--- src/rtl/serv_decode_q.sv ---
// Queued SERV instruction decoder: buffers fetched words in a DEPTH-entry ring and
// presents one registered decoded control set at a time under a valid/ready handshake.
module serv_decode_q #(
   parameter int DEPTH = 2,
   parameter bit FULL  = 1'b1
) (
   input  logic                         clk,
   input  logic                         i_rst,
   input  logic [29:0]                  i_wb_rdt,
   input  logic                         i_wb_en,
   output logic                         o_full,
   output logic                         o_ovf,
   output logic [$clog2(DEPTH+1)-1:0]   o_count,
   input  logic                         i_flush,
   output logic                         o_dec_valid,
   input  logic                         i_dec_rdy,
   output logic                         o_branch_op,
   output logic                         o_mem_op,
   output logic                         o_mem_cmd,
   output logic                         o_rd_op,
   output logic                         o_alu_sub,
   output logic [2:0]                   o_alu_rd_sel,
   output logic                         o_op_b_source,
   output logic                         o_ctrl_utype,
   output logic                         o_ctrl_jal_or_jalr,
   output logic                         o_slt_op,
   output logic                         o_e_op,
   output logic                         o_illegal,
   output logic                         o_shift_op,
   output logic                         o_sh_right,
   output logic                         o_ebreak,
   output logic                         o_ctrl_mret,
   output logic                         o_csr_en,
   output logic                         o_rd_csr_en
);
   localparam int CW = $clog2(DEPTH + 1);
   localparam int PW = (DEPTH > 1) ? $clog2(DEPTH) : 1;

   // Only the instruction bits the decoder looks at are kept in the queue.
   typedef struct packed {
      logic [4:0] op;
      logic [2:0] f3;
      logic       i30;
      logic       b20;
      logic       b21;
      logic       b26;
   } fld_t;

   typedef struct packed {
      logic       branch_op;
      logic       mem_op;
      logic       mem_cmd;
      logic       rd_op;
      logic       alu_sub;
      logic [2:0] alu_rd_sel;
      logic       op_b_source;
      logic       ctrl_utype;
      logic       ctrl_jal_or_jalr;
      logic       slt_op;
      logic       e_op;
      logic       illegal;
      logic       shift_op;
      logic       sh_right;
      logic       ebreak;
      logic       ctrl_mret;
      logic       csr_en;
      logic       rd_csr_en;
   } dec_t;

   function automatic dec_t decode(input fld_t f);
      dec_t d;
      logic sys, opx, csr;
      sys = f.op[4] & f.op[2];
      opx = !f.op[4] & f.op[2] & !f.op[0];
      csr = sys & (|f.f3);
      d = '0;
      d.branch_op        = f.op[4] & !f.op[2];
      d.mem_op           = !f.op[4] & !f.op[2] & !f.op[0];
      d.mem_cmd          = f.op[3];
      d.rd_op            = f.op[2] | (f.op[4] & f.op[0]) | (!f.op[3] & !f.op[0]);
      d.alu_sub          = f.f3[1] | f.f3[0] | (f.op[3] & f.i30) | f.op[4];
      d.alu_rd_sel       = {f.f3[2], f.f3[2:1] == 2'b01, f.f3 == 3'b000};
      d.op_b_source      = f.op[3];
      d.ctrl_utype       = !f.op[4] & f.op[2] & f.op[0];
      d.ctrl_jal_or_jalr = f.op[4] & f.op[0];
      d.slt_op           = opx & (f.f3[2:1] == 2'b01);
      d.e_op             = sys & !f.b21 & (f.f3 == 3'b000);
      case (f.op)
         5'b00000, 5'b00011, 5'b00100, 5'b00101, 5'b01000, 5'b01100,
         5'b01101, 5'b11000, 5'b11001, 5'b11011, 5'b11100: d.illegal = 1'b0;
         default:                                          d.illegal = 1'b1;
      endcase
      if (FULL) begin
         d.shift_op  = opx & (f.f3[1:0] == 2'b01);
         d.sh_right  = f.f3[2];
         d.ebreak    = f.b20;
         d.ctrl_mret = sys & f.b21 & (f.f3 == 3'b000);
         d.rd_csr_en = csr;
         d.csr_en    = csr & (f.b20 | (f.b26 & !f.b21));
      end
      return d;
   endfunction

   function automatic logic [PW-1:0] ptr_inc(input logic [PW-1:0] p);
      return (p == PW'(DEPTH - 1)) ? '0 : p + 1'b1;
   endfunction

   fld_t            mem_q [DEPTH];
   logic [PW-1:0]   rd_ptr_q, rd_ptr_d, wr_ptr_q, wr_ptr_d;
   logic [CW-1:0]   count_q, count_d;
   logic            ovf_q, ovf_d, valid_q, valid_d;
   dec_t            dec_q, dec_d;
   fld_t            in_f;
   logic            full, empty, load, pop, bypass, push, drop;
   logic            unused_rdt;

   assign in_f = '{op: i_wb_rdt[4:0], f3: i_wb_rdt[12:10], i30: i_wb_rdt[28],
                   b20: i_wb_rdt[18], b21: i_wb_rdt[19], b26: i_wb_rdt[24]};
   assign unused_rdt = ^{i_wb_rdt[29], i_wb_rdt[27:25], i_wb_rdt[23:20],
                         i_wb_rdt[17:13], i_wb_rdt[9:5]};

   // Handshake: the decode register holds a live instruction while o_dec_valid is high;
   // it is replaced (or emptied) on any edge where !o_dec_valid | i_dec_rdy.
   assign full   = (count_q == CW'(DEPTH));
   assign empty  = (count_q == '0);
   assign load   = !valid_q | i_dec_rdy;
   assign pop    = !i_flush & load & !empty;
   assign bypass = !i_flush & load & empty & i_wb_en;
   assign push   = !i_flush & i_wb_en & !bypass & !full;
   assign drop   = !i_flush & i_wb_en & !bypass & full;

   always_comb begin
      rd_ptr_d = rd_ptr_q;
      wr_ptr_d = wr_ptr_q;
      count_d  = count_q;
      ovf_d    = ovf_q | drop;
      valid_d  = valid_q;
      dec_d    = dec_q;
      if (i_flush) begin
         rd_ptr_d = '0;
         wr_ptr_d = '0;
         count_d  = '0;
         valid_d  = 1'b0;
      end else begin
         if (pop)  rd_ptr_d = ptr_inc(rd_ptr_q);
         if (push) wr_ptr_d = ptr_inc(wr_ptr_q);
         if (push && !pop)      count_d = count_q + 1'b1;
         else if (pop && !push) count_d = count_q - 1'b1;
         if (load) valid_d = pop | bypass;
         if (pop)         dec_d = decode(mem_q[rd_ptr_q]);
         else if (bypass) dec_d = decode(in_f);
      end
   end

   always_ff @(posedge clk or posedge i_rst) begin
      if (i_rst) begin
         for (int i = 0; i < DEPTH; i++) mem_q[i] <= '0;
         rd_ptr_q <= '0;
         wr_ptr_q <= '0;
         count_q  <= '0;
         ovf_q    <= 1'b0;
         valid_q  <= 1'b0;
         dec_q    <= '0;
      end else begin
         if (push) mem_q[wr_ptr_q] <= in_f;
         rd_ptr_q <= rd_ptr_d;
         wr_ptr_q <= wr_ptr_d;
         count_q  <= count_d;
         ovf_q    <= ovf_d;
         valid_q  <= valid_d;
         dec_q    <= dec_d;
      end
   end

   assign o_full             = full;
   assign o_ovf              = ovf_q;
   assign o_count            = count_q;
   assign o_dec_valid        = valid_q;
   assign o_branch_op        = dec_q.branch_op;
   assign o_mem_op           = dec_q.mem_op;
   assign o_mem_cmd          = dec_q.mem_cmd;
   assign o_rd_op            = dec_q.rd_op;
   assign o_alu_sub          = dec_q.alu_sub;
   assign o_alu_rd_sel       = dec_q.alu_rd_sel;
   assign o_op_b_source      = dec_q.op_b_source;
   assign o_ctrl_utype       = dec_q.ctrl_utype;
   assign o_ctrl_jal_or_jalr = dec_q.ctrl_jal_or_jalr;
   assign o_slt_op           = dec_q.slt_op;
   assign o_e_op             = dec_q.e_op;
   assign o_illegal          = dec_q.illegal;
   assign o_shift_op         = dec_q.shift_op;
   assign o_sh_right         = dec_q.sh_right;
   assign o_ebreak           = dec_q.ebreak;
   assign o_ctrl_mret        = dec_q.ctrl_mret;
   assign o_csr_en           = dec_q.csr_en;
   assign o_rd_csr_en        = dec_q.rd_csr_en;
endmodule

--- config.mk ---
export PLATFORM = sky130hd
export DESIGN_NAME = serv_decode_q
export DESIGN_NICKNAME = d
export VERILOG_FILES = /design/src/rtl/serv_decode_q.sv
export SDC_FILE = /design/constraint.sdc
export NUM_CORES = 1
export LEC_CHECK = 0
export BUFFER_PORTS_ARGS = -buffer_cell sky130_fd_sc_hd__buf_2
export CORE_UTILIZATION = 48
export DETAILED_ROUTE_END_ITERATION = 10
export PLACE_DENSITY = 0.73
export SYNTH_ARGS = -nofsm -noshare
export SYNTH_HDL_FRONTEND = slang
export SYNTH_SLANG_ARGS = --single-unit
--- constraint.sdc ---
create_clock -name clk -period 2.1 [get_ports clk]
set_input_delay 0.21 -clock clk [delete_from_list [all_inputs] [get_ports clk]]
set_output_delay 0.21 -clock clk [all_outputs]
set_load 0.05 [all_outputs]
==> results of run 1 <==
==> Yosys cell counts (3+ instances only) <==
master                     instances
sky130_fd_sc_hd__a211oi_1          3
sky130_fd_sc_hd__a21oi_1          12
sky130_fd_sc_hd__a31oi_1           6
sky130_fd_sc_hd__buf_2             7
sky130_fd_sc_hd__clkbuf_1          4
sky130_fd_sc_hd__dfrtp_1          48
sky130_fd_sc_hd__inv_1            12
sky130_fd_sc_hd__mux2_1            8
sky130_fd_sc_hd__mux2_2           19
sky130_fd_sc_hd__mux2i_1           7
sky130_fd_sc_hd__nand2_1          14
sky130_fd_sc_hd__nand2b_1          3
sky130_fd_sc_hd__nand3_1           9
sky130_fd_sc_hd__nor2_1           14
sky130_fd_sc_hd__nor2b_1           4
sky130_fd_sc_hd__nor3_1            3
sky130_fd_sc_hd__nor3b_1           3
sky130_fd_sc_hd__o21ai_0          18
sky130_fd_sc_hd__o21ai_1           3
sky130_fd_sc_hd__or3_1             5
==> final cells by class <==
| cell class | count | area, um^2 | area share [%] |
|---|---|---|---|
| Tap cell | 70 | 87.6 | 2.97 |
| Sequential cell | 48 | 1200 | 40.7 |
| Inverter | 12 | 45.0 | 1.53 |
| Clock inverter | 2 | 35.0 | 1.19 |
| Timing Repair Buffer | 52 | 288 | 9.76 |
| Clock buffer | 6 | 72.6 | 2.46 |
| Multi-Input combinational cell | 170 | 1220 | 41.3 |
==> per-layer routing <==
layer	GRT usage [%]	vias up	wire (um)
met5	0	-	0
met4	8.39	0	93
met3	4.28	8	289
met2	37.3	61	2890
met1	32.2	1026	2710
li1	-	992	-
==> flip-flops by register name (all words and copies together) (netlist names) <==
register / count
mem_q: 24
o_alu_sub: 1
o_illegal: 1
o_mem_cmd: 1
o_ovf: 1
o_e_op: 1
wr_ptr_q: 1
o_ctrl_jal_or_jalr: 1
o_branch_op: 1
o_rd_op: 1
rd_ptr_q: 1
o_ctrl_mret: 1
o_ctrl_utype: 1
o_shift_op: 1
o_count: 2
o_ebreak: 1
o_dec_valid: 1
o_csr_en: 1
o_rd_csr_en: 1
o_mem_op: 1
o_alu_rd_sel: 3
o_slt_op: 1
==> kinds of logic after synthesis <==
| logic type | count (synthesis) | synth area share (%) |
|---|---|---|
| AND/OR/NAND/NOR | 68 | 14.6 |
| buffers and inverters | 26 | 4.78 |
| XOR/XNOR | 1 | 0.886 |
| multiplexers | 34 | 14.7 |
| AO/OA/AOI/OAI | 65 | 16.8 |
| flip-flops | 48 | 47.3 |
| adder cells (fa/ha/maj) | 2 | 0.985 |
==> worst paths after layout <==
| kind | start | endpoint | slack, ps | cells after the start |
|---|---|---|---|---|
| worst max-delay path | rd_ptr_q$_DFFE_PP0P_ | o_illegal$_DFFE_PP0P_ | 230 | 7 |
| worst min-delay path | i_rst | mem_q[5]$_DFFE_PP0P_ | 50 | 3 |
| worst max register to register | rd_ptr_q$_DFFE_PP0P_ | o_illegal$_DFFE_PP0P_ | 230 | 7 |
| worst min register to register | o_ovf$_DFF_PP0_ | o_ovf$_DFF_PP0_ | 470 | 1 |
| max in group asynchronous | i_rst | o_illegal$_DFFE_PP0P_ | 1630 | 3 |
| min in group clk | i_wb_rdt[1] | mem_q[8]$_DFFE_PP0P_ | 160 | 2 |
==> power groups by stage <==
stage / Combinational (W) / Sequential, W / Clock, W
2_1_floorplan: 0.00103 / 0.00201 / 0
3_5_place_dp: 0.00200 / 0.00153 / 0
4_1_cts: 0.00201 / 0.00151 / 0.000685
6_report: 0.00201 / 0.00151 / 0.000664
3_3_place_gp: 0.00197 / 0.00151 / 0
5_1_grt: 0.00218 / 0.00156 / 0.000711
==> critical path: cells and delay by family, from the launching register on <==
family | cells | cell delay [ps]
flops | 1 | 590
buf+inv | 1 | 70
mux | 1 | 450
compound gates | 3 | 440
fa+ha+maj | 1 | 150
simple gates | 1 | 40
==> per-stage QoR <==
| stage | hold slack (ps) | total power (W) | util, % |
|---|---|---|---|
| 6_report | 50.0 | 0.00418 | 57.7 |
| 5_1_grt | 101 | 0.00445 | 57.7 |
| 4_1_cts | 68.0 | 0.00421 | 57.7 |
| 3_5_place_dp | 404 | 0.00353 | 55.6 |
| 3_3_place_gp | 398 | 0.00348 | 55.6 |
| 2_1_floorplan | 342 | 0.00304 | - |
==> out/summary.log, run 1 <==
qor: global_route.first_global_vias 1950
qor: global_route.grt_start_max_net_pins 49
qor: clocking.clk_latency 300 ps
qor: pwr.internal-power 0.00229 W
qor: pwr.leakage 1.38 nW
qor: route.firstDrtPassIters 7
qor: worst_setup_path.critical_path.max_fanout 10
qor: global_route.antenna_found_initial 0
qor: worst_setup_path.worst-endpoint-required 2290 ps
qor: sta.timing.setup.tns 0 ps
qor: sta.rsz0062_at_grt no
qor: clocking.number_of_hold_repair_buffers_added_at_the_cts_stage 0
qor: synth.synth_top_area_cell sky130_fd_sc_hd__dfrtp_1
qor: route.antenna_violating_nets_post_route 0
qor: sta.timing_worst_slew_pin_value 717 ps
qor: synth.synth_top_flop_cell sky130_fd_sc_hd__dfrtp_1
qor: die.die_area 0.00559 mm^2
qor: worst_setup_path.cpMaxStageDelayCell sky130_fd_sc_hd__dfrtp_1
qor: die.start_util 49.8%
qor: cells_and_area.mostFrequentLayoutCells 48 x sky130_fd_sc_hd__dfrtp_1, 41 x sky130_fd_sc_hd__buf_2, 19 x sky130_fd_sc_hd__mux2_2, 18 x sky130_fd_sc_hd__o21ai_0
qor: global_route.first_pass_grt_wire_length 9720 um
qor: worst_setup_path.critical_path.startpoint_type flip-flop
qor: synth.ys.warnings.count 0
qor: pwr.power_per_standard_cell_area 1420 mW/mm^2
qor: route.vias 2087
qor: pwr.power_switching_share 45.3%
qor: clocking.clock-root-buffer sky130_fd_sc_hd__clkbuf_8
qor: clocking.htree_levels 2
qor: clocking.cts_setup_buffers 0
qor: route.drt_iter0_markers 132
qor: placed_design.place_worst_setup_slack 247 ps
qor: synth.netlist_area 0.00254 mm^2
qor: clocking.post_cts.resized_instances 0
qor: die.core_area 0.00511 mm^2
qor: pwr.power.ir.vdd_worst 0.919 mV
qor: synth.synthArstFlopShare 100%
qor: die.rows 26
qor: cells_and_area.fin_cells 360
qor: placed_design.dpl.hpwl 4160 um
qor: sta.layout_worst_path_cycle_share 89.2%
qor: synth.postSynthRegisterBits 48
qor: placed_design.dpl_cell_area 0.00284 mm^2
qor: cells_and_area.area_delta_synth_final 16.0%
qor: global_route.tot_gr_track_use 23.4%
qor: route.remaining_drc_errors 1
qor: sta.timing.max_slew.rel_slack 52.1%
qor: worst_setup_path.worst-endpoint-arrival 2060 ps
qor: global_route.grt-ovfl-total 0
qor: synth.yosys-top-cells-area sky130_fd_sc_hd__dfrtp_1 47%, sky130_fd_sc_hd__mux2_2 8.4%, sky130_fd_sc_hd__o21ai_0 3.5%, sky130_fd_sc_hd__mux2_1 3.5%, sky130_fd_sc_hd__mux2i_1 2.8%
qor: cells_and_area.design_area 0.00295 mm^2
qor: cells_and_area.filler_cell_count 459
qor: route.drt-vias-per-instance 5.80
qor: pwr.combinational_group_share_of_total_power 48.0%
qor: placed_design.placed_cells_incl_taps 352
qor: die.die_height 74.8 um
qor: synth.synth_fp_nets 281
qor: clocking.clk_pin_slew 90 ps
qor: cells_and_area.mostFrequentLayoutCell sky130_fd_sc_hd__dfrtp_1
qor: pwr.clkPwrFrac 15.9%
qor: die.top_level_ports 60
qor: route.postRouteWirelength 5980 um
qor: cells_and_area.design.final.nets 326
qor: synth.synthCells 244
qor: synth.yosysSeqAreaShare 47.3%
qor: die.die_w 74.8 um
qor: sta.fin_skew 5.28 ps
qor: sta.setup_viol 0
qor: worst_setup_path.timing.critical_path.cells mux2_2 > inv_1 > ha_1 > nor2_1 > o32ai_1 > o2bb2ai_1 > a211oi_1
qor: synth.syn_avg_cell_area 10.4 um^2
qor: sta.finalHoldViolations 0
qor: sta.crit_path_setup_slack_layout 228 ps
qor: placed_design.port_buffers 41
qor: cells_and_area.diodes 0
qor: clocking.numClockSinks 48
qor: worst_setup_path.end_kind flip-flop
qor: worst_setup_path.timing_worst_setup_path_type flip-flop to flip-flop
qor: placed_design.gp_congestion 0.815
qor: job.max_cap_viol_count 0
qor: pwr.sequentialPowerShare 36.1%
qor: outcome.result_of_the_run finished with violations
qor: route.routed_length_per_placed_instance 16.6 um
qor: synth.synth_top_area_share 47.3%
qor: cells_and_area.drive_above_1_share 28.6%
qor: min_path.worstHoldPathType input pin to async pin
qor: clocking.tritoncts.num_buffers 5
qor: pwr.power.switching 0.00190 W
qor: clocking.ctsLongestPathBuffers 2
qor: clocking.tritoncts done
qor: sta.fin_crit 1870 ps
qor: synth.synth_enable_flop_cells 0
qor: sta.fmax 534 MHz
qor: worst_setup_path.cpPeakStageDelay 590 ps
qor: sta.slew_viol_final 0
qor: outcome.failed_checks design-rule violations
qor: synth.post_synth_num_cell_types 48
Power figures use the tool's default switching activity.
==> run 2: changes to the inputs <==
- CAP_MARGIN: unset -> 20
- clock period: 2.1 -> 2.4 ns (I/O delays scaled with it)
==> run 2 against run 1 <==
  * The flow now finishes without violations
  * Critical path type unchanged
  * Fmax fell by 9.2%
  * Clock skew rose by 1.6 ps
  * Clock power fell by 24%
  * Highest routed layer unchanged
  * Critical endpoint unchanged
  * Sequential share of layout area rose by 0.96 points
==> out/summary.log, run 2 (synthesized netlist as in run 1, its figures left out) <==
qor: outcome.result_of_the_run finished clean
qor: clocking.numClockSinks 48 [unchanged]
qor: worst_setup_path.worst-endpoint-required 2610 ps [+320 ps]
qor: die.start_util 49.8% [unchanged]
qor: sta.fin_crit 2060 ps [+190 ps]
qor: route.antenna_violating_nets_post_route 0 [unchanged]
qor: pwr.power_switching_share 46.6% [+1.3 points]
qor: sta.layout_worst_path_cycle_share 85.9% [-3.2 points]
qor: placed_design.dpl.hpwl 4070 um [-2.2%]
qor: global_route.antenna_found_initial 0 [unchanged]
qor: die.die_area 0.00559 mm^2 [unchanged]
qor: global_route.tot_gr_track_use 22.9% [-0.49 points]
qor: sta.finalHoldViolations 0 [unchanged]
qor: worst_setup_path.critical_path.startpoint_type flip-flop
qor: route.drt_iter0_markers 157 [+19%]
qor: clocking.clock-root-buffer sky130_fd_sc_hd__clkbuf_8
qor: pwr.leakage 1.34 nW [-2.7%]
qor: clocking.cts_setup_buffers 0 [unchanged]
qor: sta.rsz0062_at_grt no
qor: cells_and_area.regArea 0.00120 mm^2 [unchanged]
qor: cells_and_area.mostFrequentLayoutCell sky130_fd_sc_hd__dfrtp_1
qor: route.postRouteWirelength 5830 um [-2.6%]
qor: die.rows 26 [unchanged]
qor: placed_design.place_worst_setup_slack 357 ps [+110 ps]
qor: pwr.power.ir.vdd_worst 0.888 mV [-3.4%]
qor: cells_and_area.mostFrequentLayoutCells 48 x sky130_fd_sc_hd__dfrtp_1, 41 x sky130_fd_sc_hd__buf_2, 19 x sky130_fd_sc_hd__mux2_2, 18 x sky130_fd_sc_hd__o21ai_0
qor: route.vias 2008 [-3.8%]
qor: cells_and_area.diodes 0 [unchanged]
qor: pwr.internal-power 0.00190 W [-17%]
qor: min_path.worstHoldPathType input pin to async pin
qor: sta.crit_path_setup_slack_layout 337 ps [+110 ps]
qor: sta.timing.max_slew.rel_slack 54.5% [+2.4 points]
qor: clocking.tritoncts.num_buffers 5 [unchanged]
qor: worst_setup_path.cpPeakStageDelay 730 ps [+140 ps]
qor: global_route.grt_start_max_net_pins 49 [unchanged]
qor: clocking.number_of_hold_repair_buffers_added_at_the_cts_stage 0 [unchanged]
qor: clocking.post_cts.resized_instances 0 [unchanged]
qor: die.top_level_ports 60 [unchanged]
qor: global_route.first_pass_grt_wire_length 9410 um [-3.2%]
qor: cells_and_area.multiInputGateArea 0.00122 mm^2 [unchanged]
qor: sta.fin_skew 6.86 ps [+1.58 ps]
qor: worst_setup_path.cpMaxStageDelayCell sky130_fd_sc_hd__dfrtp_1
qor: cells_and_area.largest_reg_flops 24 [unchanged]
qor: cells_and_area.largest_register mem_q
qor: pwr.power_per_standard_cell_area 1230 mW/mm^2 [-13%]
qor: clocking.ctsLongestPathBuffers 2 [unchanged]
qor: worst_setup_path.timing_worst_setup_path_type flip-flop to flip-flop
qor: die.core_area 0.00511 mm^2 [unchanged]
qor: pwr.sequentialPowerShare 37.6% [+1.5 points]
qor: sta.setup_viol 0 [unchanged]
qor: clocking.tritoncts done
qor: clocking.htree_levels 2 [unchanged]
qor: route.drt-vias-per-instance 5.69 [-1.9%]
qor: cells_and_area.filler_cell_count 465 [+1.3%]
qor: global_route.first_global_vias 1875 [-3.8%]
qor: worst_setup_path.cp_num_buf_inv 1 [unchanged]
qor: placed_design.gp_congestion 0.855 [+4.9%]
qor: clocking.clk_latency 310 ps [about the same]
qor: global_route.grt-ovfl-total 0 [unchanged]
qor: pwr.combinational_group_share_of_total_power 48.2% [+0.2 points]
qor: die.die_height 74.8 um [unchanged]
qor: sta.timing.setup.tns 0 ps [unchanged]
qor: job.max_cap_viol_count 0 [unchanged]
qor: clocking.clk_pin_slew 90 ps [about the same]
qor: worst_setup_path.end_kind flip-flop
qor: route.firstDrtPassIters 5 [-2]
qor: sta.fmax 485 MHz [-9.2%]
qor: cells_and_area.area_delta_synth_final 13.3%
qor: pwr.clkPwrFrac 14.2% [-1.7 points]
qor: worst_setup_path.path_depth 7 [unchanged]
qor: route.remaining_drc_errors 0 [-1]
qor: worst_setup_path.r2r.worst_path.cells 7 [unchanged]
qor: cells_and_area.design.final.nets 319 [-2.1%]
qor: route.routed_length_per_placed_instance 16.5 um [-0.62%]
qor: sta.slew_viol_final 0 [unchanged]
qor: worst_setup_path.critical_path.max_fanout 15 [+5]
qor: cells_and_area.drive_above_1_share 27.2% [-1.4 points]
qor: sta.timing_worst_slew_pin_value 681 ps [-35.8 ps]
qor: worst_setup_path.path_delay_family flip-flops
qor: placed_design.port_buffers 41 [unchanged]
qor: die.die_w 74.8 um [unchanged]
qor: worst_setup_path.timing.critical_path.cells mux2_2 > inv_1 > ha_1 > o21ai_0 > o32ai_1 > o2bb2ai_1 > a211oi_1
qor: pwr.power.switching 0.00165 W [-13%]
qor: worst_setup_path.worst-endpoint-arrival 2280 ps [+220 ps]
[run 2: worst reg2reg max path: cells and delay by family, from the launching register on]
family	cells	cell delay, ps
AO/OA/AOI/OAI	4	630
adder cells (fa/ha/maj)	1	210
flip-flops	1	730
multiplexers	1	350
buffers and inverters	1	60
[run 2: routing by layer]
| layer | track usage, % | vias to the layer above | wire (um) |
|---|---|---|---|
| li1 | - | 971 | - |
| met1 | 32.3 | 968 | 2690 |
| met2 | 35.7 | 62 | 2770 |
| met3 | 3.75 | 7 | 290 |
| met4 | 8.81 | 0 | 80 |
| met5 | 0 | - | 0 |
[run 2: layout make-up]
class	instances	share of cell area, %
clock buffer	6	2.87
clock inverter	2	0.348
inverter	12	1.56
multi-input combinational	170	42.3
sequential	48	41.7
tap	70	3.04
timing repair buffer	45	8.17
[run 2: final timing paths]
check	from	to	slack, ps
setup / recovery	rd_ptr_q$_DFFE_PP0P_	o_illegal$_DFFE_PP0P_	340
hold / removal	i_rst	mem_q[17]$_DFFE_PP0P_	70
setup reg to reg	rd_ptr_q$_DFFE_PP0P_	o_illegal$_DFFE_PP0P_	340
hold reg to reg	o_ovf$_DFF_PP0_	o_ovf$_DFF_PP0_	460
max in group asynchronous	i_rst	o_mem_op$_DFFE_PP0P_	1900
min in group clk	i_wb_rdt[24]	mem_q[0]$_DFFE_PP0P_	190
[run 2: power groups by stage]
stage	combinational (W)	sequential, W	clock, W
6_report	0.00171	0.00133	0.000505
5_1_grt	0.00185	0.00137	0.000544
4_1_cts	0.00172	0.00133	0.000519
3_5_place_dp	0.00171	0.00135	0
3_3_place_gp	0.00168	0.00133	0
2_1_floorplan	0.000904	0.00176	0
[run 2: through the flow]
stage               hold WS (ps)  util, %  area (um^2)  power, W  std cells
global placement             427     54.6         2790   0.00301        345
detailed placement           434     54.6         2790   0.00306        345
CTS                         97.8     56.4         2880   0.00357        353
finish                      71.2     56.4         2880   0.00355        353
global route                 149     56.4         2880   0.00376        353
floorplan                    372        -         2540   0.00266        244
==> run 3: changes to the inputs <==
- CTS_BUF_LIST: unset -> sky130_fd_sc_hd__clkbuf_16
==> run 3 against run 2 <==
  * Worst hold slack better by 20 ps
  * Sequential cell count unchanged
  * First-iteration DRC count up 7.0%
  * Clock skew down 4.2 ps
  * Final cell count unchanged
  * Critical endpoint is now o_csr_en$_DFFE_PP0P_
==> out/summary.log, run 3 (synthesized netlist as in run 1, its figures left out) <==
qor: worst_setup_path.critical_path.startpoint_type flip-flop
qor: job.max_cap_viol_count 0 [unchanged]
qor: clocking.htree_levels 2 [unchanged]
qor: clocking.clk_latency 290 ps [-20 ps]
qor: die.die_area 0.00559 mm^2 [unchanged]
qor: global_route.antenna_found_initial 0 [unchanged]
qor: cells_and_area.regArea 0.00120 mm^2 [unchanged]
qor: sta.fin_crit 2140 ps [+72.7 ps]
qor: die.die_height 74.8 um [unchanged]
qor: worst_setup_path.critical_path.max_fanout 15 [unchanged]
qor: worst_setup_path.timing_worst_setup_path_type flip-flop to flip-flop
qor: pwr.power_per_standard_cell_area 1280 mW/mm^2 [+3.6%]
qor: global_route.first_pass_grt_wire_length 9490 um [+0.88%]
qor: pwr.leakage 1.36 nW [+1.5%]
qor: placed_design.port_buffers 41 [unchanged]
qor: clocking.clock-root-buffer sky130_fd_sc_hd__clkbuf_16
qor: route.met2RoutedLength 2900 um [+4.5%]
qor: sta.timing.setup.tns 0 ps [unchanged]
qor: cells_and_area.drive_above_1_share 26.9% [-0.35 points]
qor: cells_and_area.filler_cell_count 462 [-0.65%]
qor: route.antenna_violating_nets_post_route 0 [unchanged]
qor: clocking.tritoncts done
qor: cells_and_area.design.final.nets 319 [unchanged]
qor: cells_and_area.multiInputGateArea 0.00122 mm^2 [unchanged]
qor: worst_setup_path.end_kind flip-flop
qor: sta.slew_viol_final 0 [unchanged]
qor: clocking.tritoncts.num_buffers 5 [unchanged]
qor: route.drt-vias-per-instance 5.65 [-0.75%]
qor: die.rows 26 [unchanged]
qor: route.firstDrtPassIters 4 [-1]
qor: route.postRouteWirelength 5970 um [+2.3%]
qor: placed_design.gp_congestion 0.855 [unchanged]
qor: route.drt_iter0_markers 168 [+7.0%]
qor: clocking.cts_setup_buffers 0 [unchanged]
qor: worst_setup_path.worst-endpoint-arrival 2340 ps [+60 ps]
qor: clocking.ctsLongestPathBuffers 2 [unchanged]
qor: die.core_area 0.00511 mm^2 [unchanged]
qor: global_route.grt_start_max_net_pins 49 [unchanged]
qor: sta.finalHoldViolations 0 [unchanged]
qor: cells_and_area.fin_cells 353 [unchanged]
qor: pwr.total_power 0.00374 W [+5.3%]
qor: sta.fmax 468 MHz [-3.4%]
qor: clocking.post_cts.resized_instances 0 [unchanged]
qor: global_route.tot_gr_track_use 23.3% [+0.34 points]
qor: pwr.power.ir.vdd_worst 0.967 mV [+8.8%]
qor: route.vias 1993 [-0.75%]
qor: worst_setup_path.setup.worst_path.start rd_ptr_q$_DFFE_PP0P_
qor: route.routed_length_per_placed_instance 16.9 um [+2.3%]
qor: cells_and_area.largest_reg_flops 24 [unchanged]
qor: route.uppermost_metal_layer_occupied_by_signal_nets met4
qor: die.die_w 74.8 um [unchanged]
qor: cells_and_area.mostFrequentLayoutCell sky130_fd_sc_hd__dfrtp_1
qor: sta.timing_worst_slew_pin_value 696 ps [+15.1 ps]
qor: clocking.clk_pin_slew 60 ps [-30 ps]
qor: clocking.numClockSinks 48 [unchanged]
qor: worst_setup_path.r2r_start rd_ptr_q$_DFFE_PP0P_
qor: route.wl_met3 194 um [-33%]
qor: global_route.first_global_vias 1879 [+0.21%]
qor: die.start_util 49.8% [unchanged]
qor: placed_design.placed_cells_incl_taps 345 [unchanged]
qor: sta.rsz0062_at_grt no
qor: sta.timing.max_slew.rel_slack 53.5% [-1.0 points]
qor: min_path.worstHoldPathType input pin to async pin
qor: global_route.grt-ovfl-total 0 [unchanged]
qor: clocking.number_of_hold_repair_buffers_added_at_the_cts_stage 0 [unchanged]
qor: sta.setup_viol 0 [unchanged]
qor: cells_and_area.area_delta_synth_final 15.2%
qor: outcome.result_of_the_run finished clean
qor: cells_and_area.largest_register mem_q
qor: route.wl_met1 2810 um [+4.4%]
qor: placed_design.place_worst_setup_slack 357 ps [unchanged]
qor: die.top_level_ports 60 [unchanged]
qor: placed_design.dpl.hpwl 4070 um [unchanged]
qor: worst_setup_path.worst-endpoint-required 2600 ps [about the same]
qor: cells_and_area.mostFrequentLayoutCells 48 x sky130_fd_sc_hd__dfrtp_1, 41 x sky130_fd_sc_hd__buf_2, 19 x sky130_fd_sc_hd__mux2_2, 18 x sky130_fd_sc_hd__o21ai_0
qor: cells_and_area.diodes 0 [unchanged]
qor: sta.layout_worst_path_cycle_share 89.0% [+3.0 points]
qor: route.remaining_drc_errors 0 [unchanged]
qor: sta.crit_path_setup_slack_layout 265 ps [-72.7 ps]
qor: sta.fin_skew 2.64 ps [-4.22 ps]
==> run 3: cell types whose count changed in the layout (fill, tap and decap cells not counted) <==
cell | previous run | this run
sky130_fd_sc_hd__clkbuf_8 | 6 | 0
sky130_fd_sc_hd__clkbuf_16 | 0 | 5
sky130_fd_sc_hd__clkinv_1 | 0 | 1
==> run 3: through the flow <==
step | hold slack, ps | util (%) | instance area, um^2
2_1_floorplan | 372 | - | 2540
3_3_place_gp | 427 | 54.6 | 2790
3_5_place_dp | 434 | 54.6 | 2790
4_1_cts | 124 | 57.3 | 2930
5_1_grt | 179 | 57.3 | 2930
6_report | 91.4 | 57.3 | 2930
==> run 3: critical path, stage by stage, from the launching register on <==
cell and delay (ps):
sky130_fd_sc_hd__dfrtp_1 740, sky130_fd_sc_hd__mux2i_1 370, sky130_fd_sc_hd__nor4_2 520, sky130_fd_sc_hd__nand3_1 190
sky130_fd_sc_hd__o221ai_1 220
==> run 3: metal layers <==
layer  track usage [%]  vias to the layer above
li1                  -                      976
met1              31.8                      966
met2              36.9                       44
met3              5.09                        7
met4              7.97                        0
met5                 0                        -
==> run 3: report_power, final <==
group	internal [W]	switching [W]
clock	0.000379	0.000298
sequential	0.00110	0.000241
combinational	0.000568	0.00115
total	0.00205	0.00169
==> run 3: cell type report <==
cell class / count / share of cell area (%)
well taps: 70 / 2.99
clock buffers: 5 / 4.28
inverters: 12 / 1.54
flip-flops and latches: 48 / 41.0
multi-input cells: 170 / 41.6
clock inverters: 3 / 0.470
repair buffers: 45 / 8.04
==> run 3: path summary, 6_finish.rpt <==
path                                          to  cells past startpoint  slack, ps
max                         o_csr_en$_DFFE_PP0P_                      4        260
min                        mem_q[17]$_DFFE_PP0P_                      3         90
max reg2reg                 o_csr_en$_DFFE_PP0P_                      4        260
min reg2reg                      o_ovf$_DFF_PP0_                      1        450
max in group asynchronous  o_illegal$_DFFE_PP0P_                      3       1900
min in group clk            mem_q[0]$_DFFE_PP0P_                      2        210
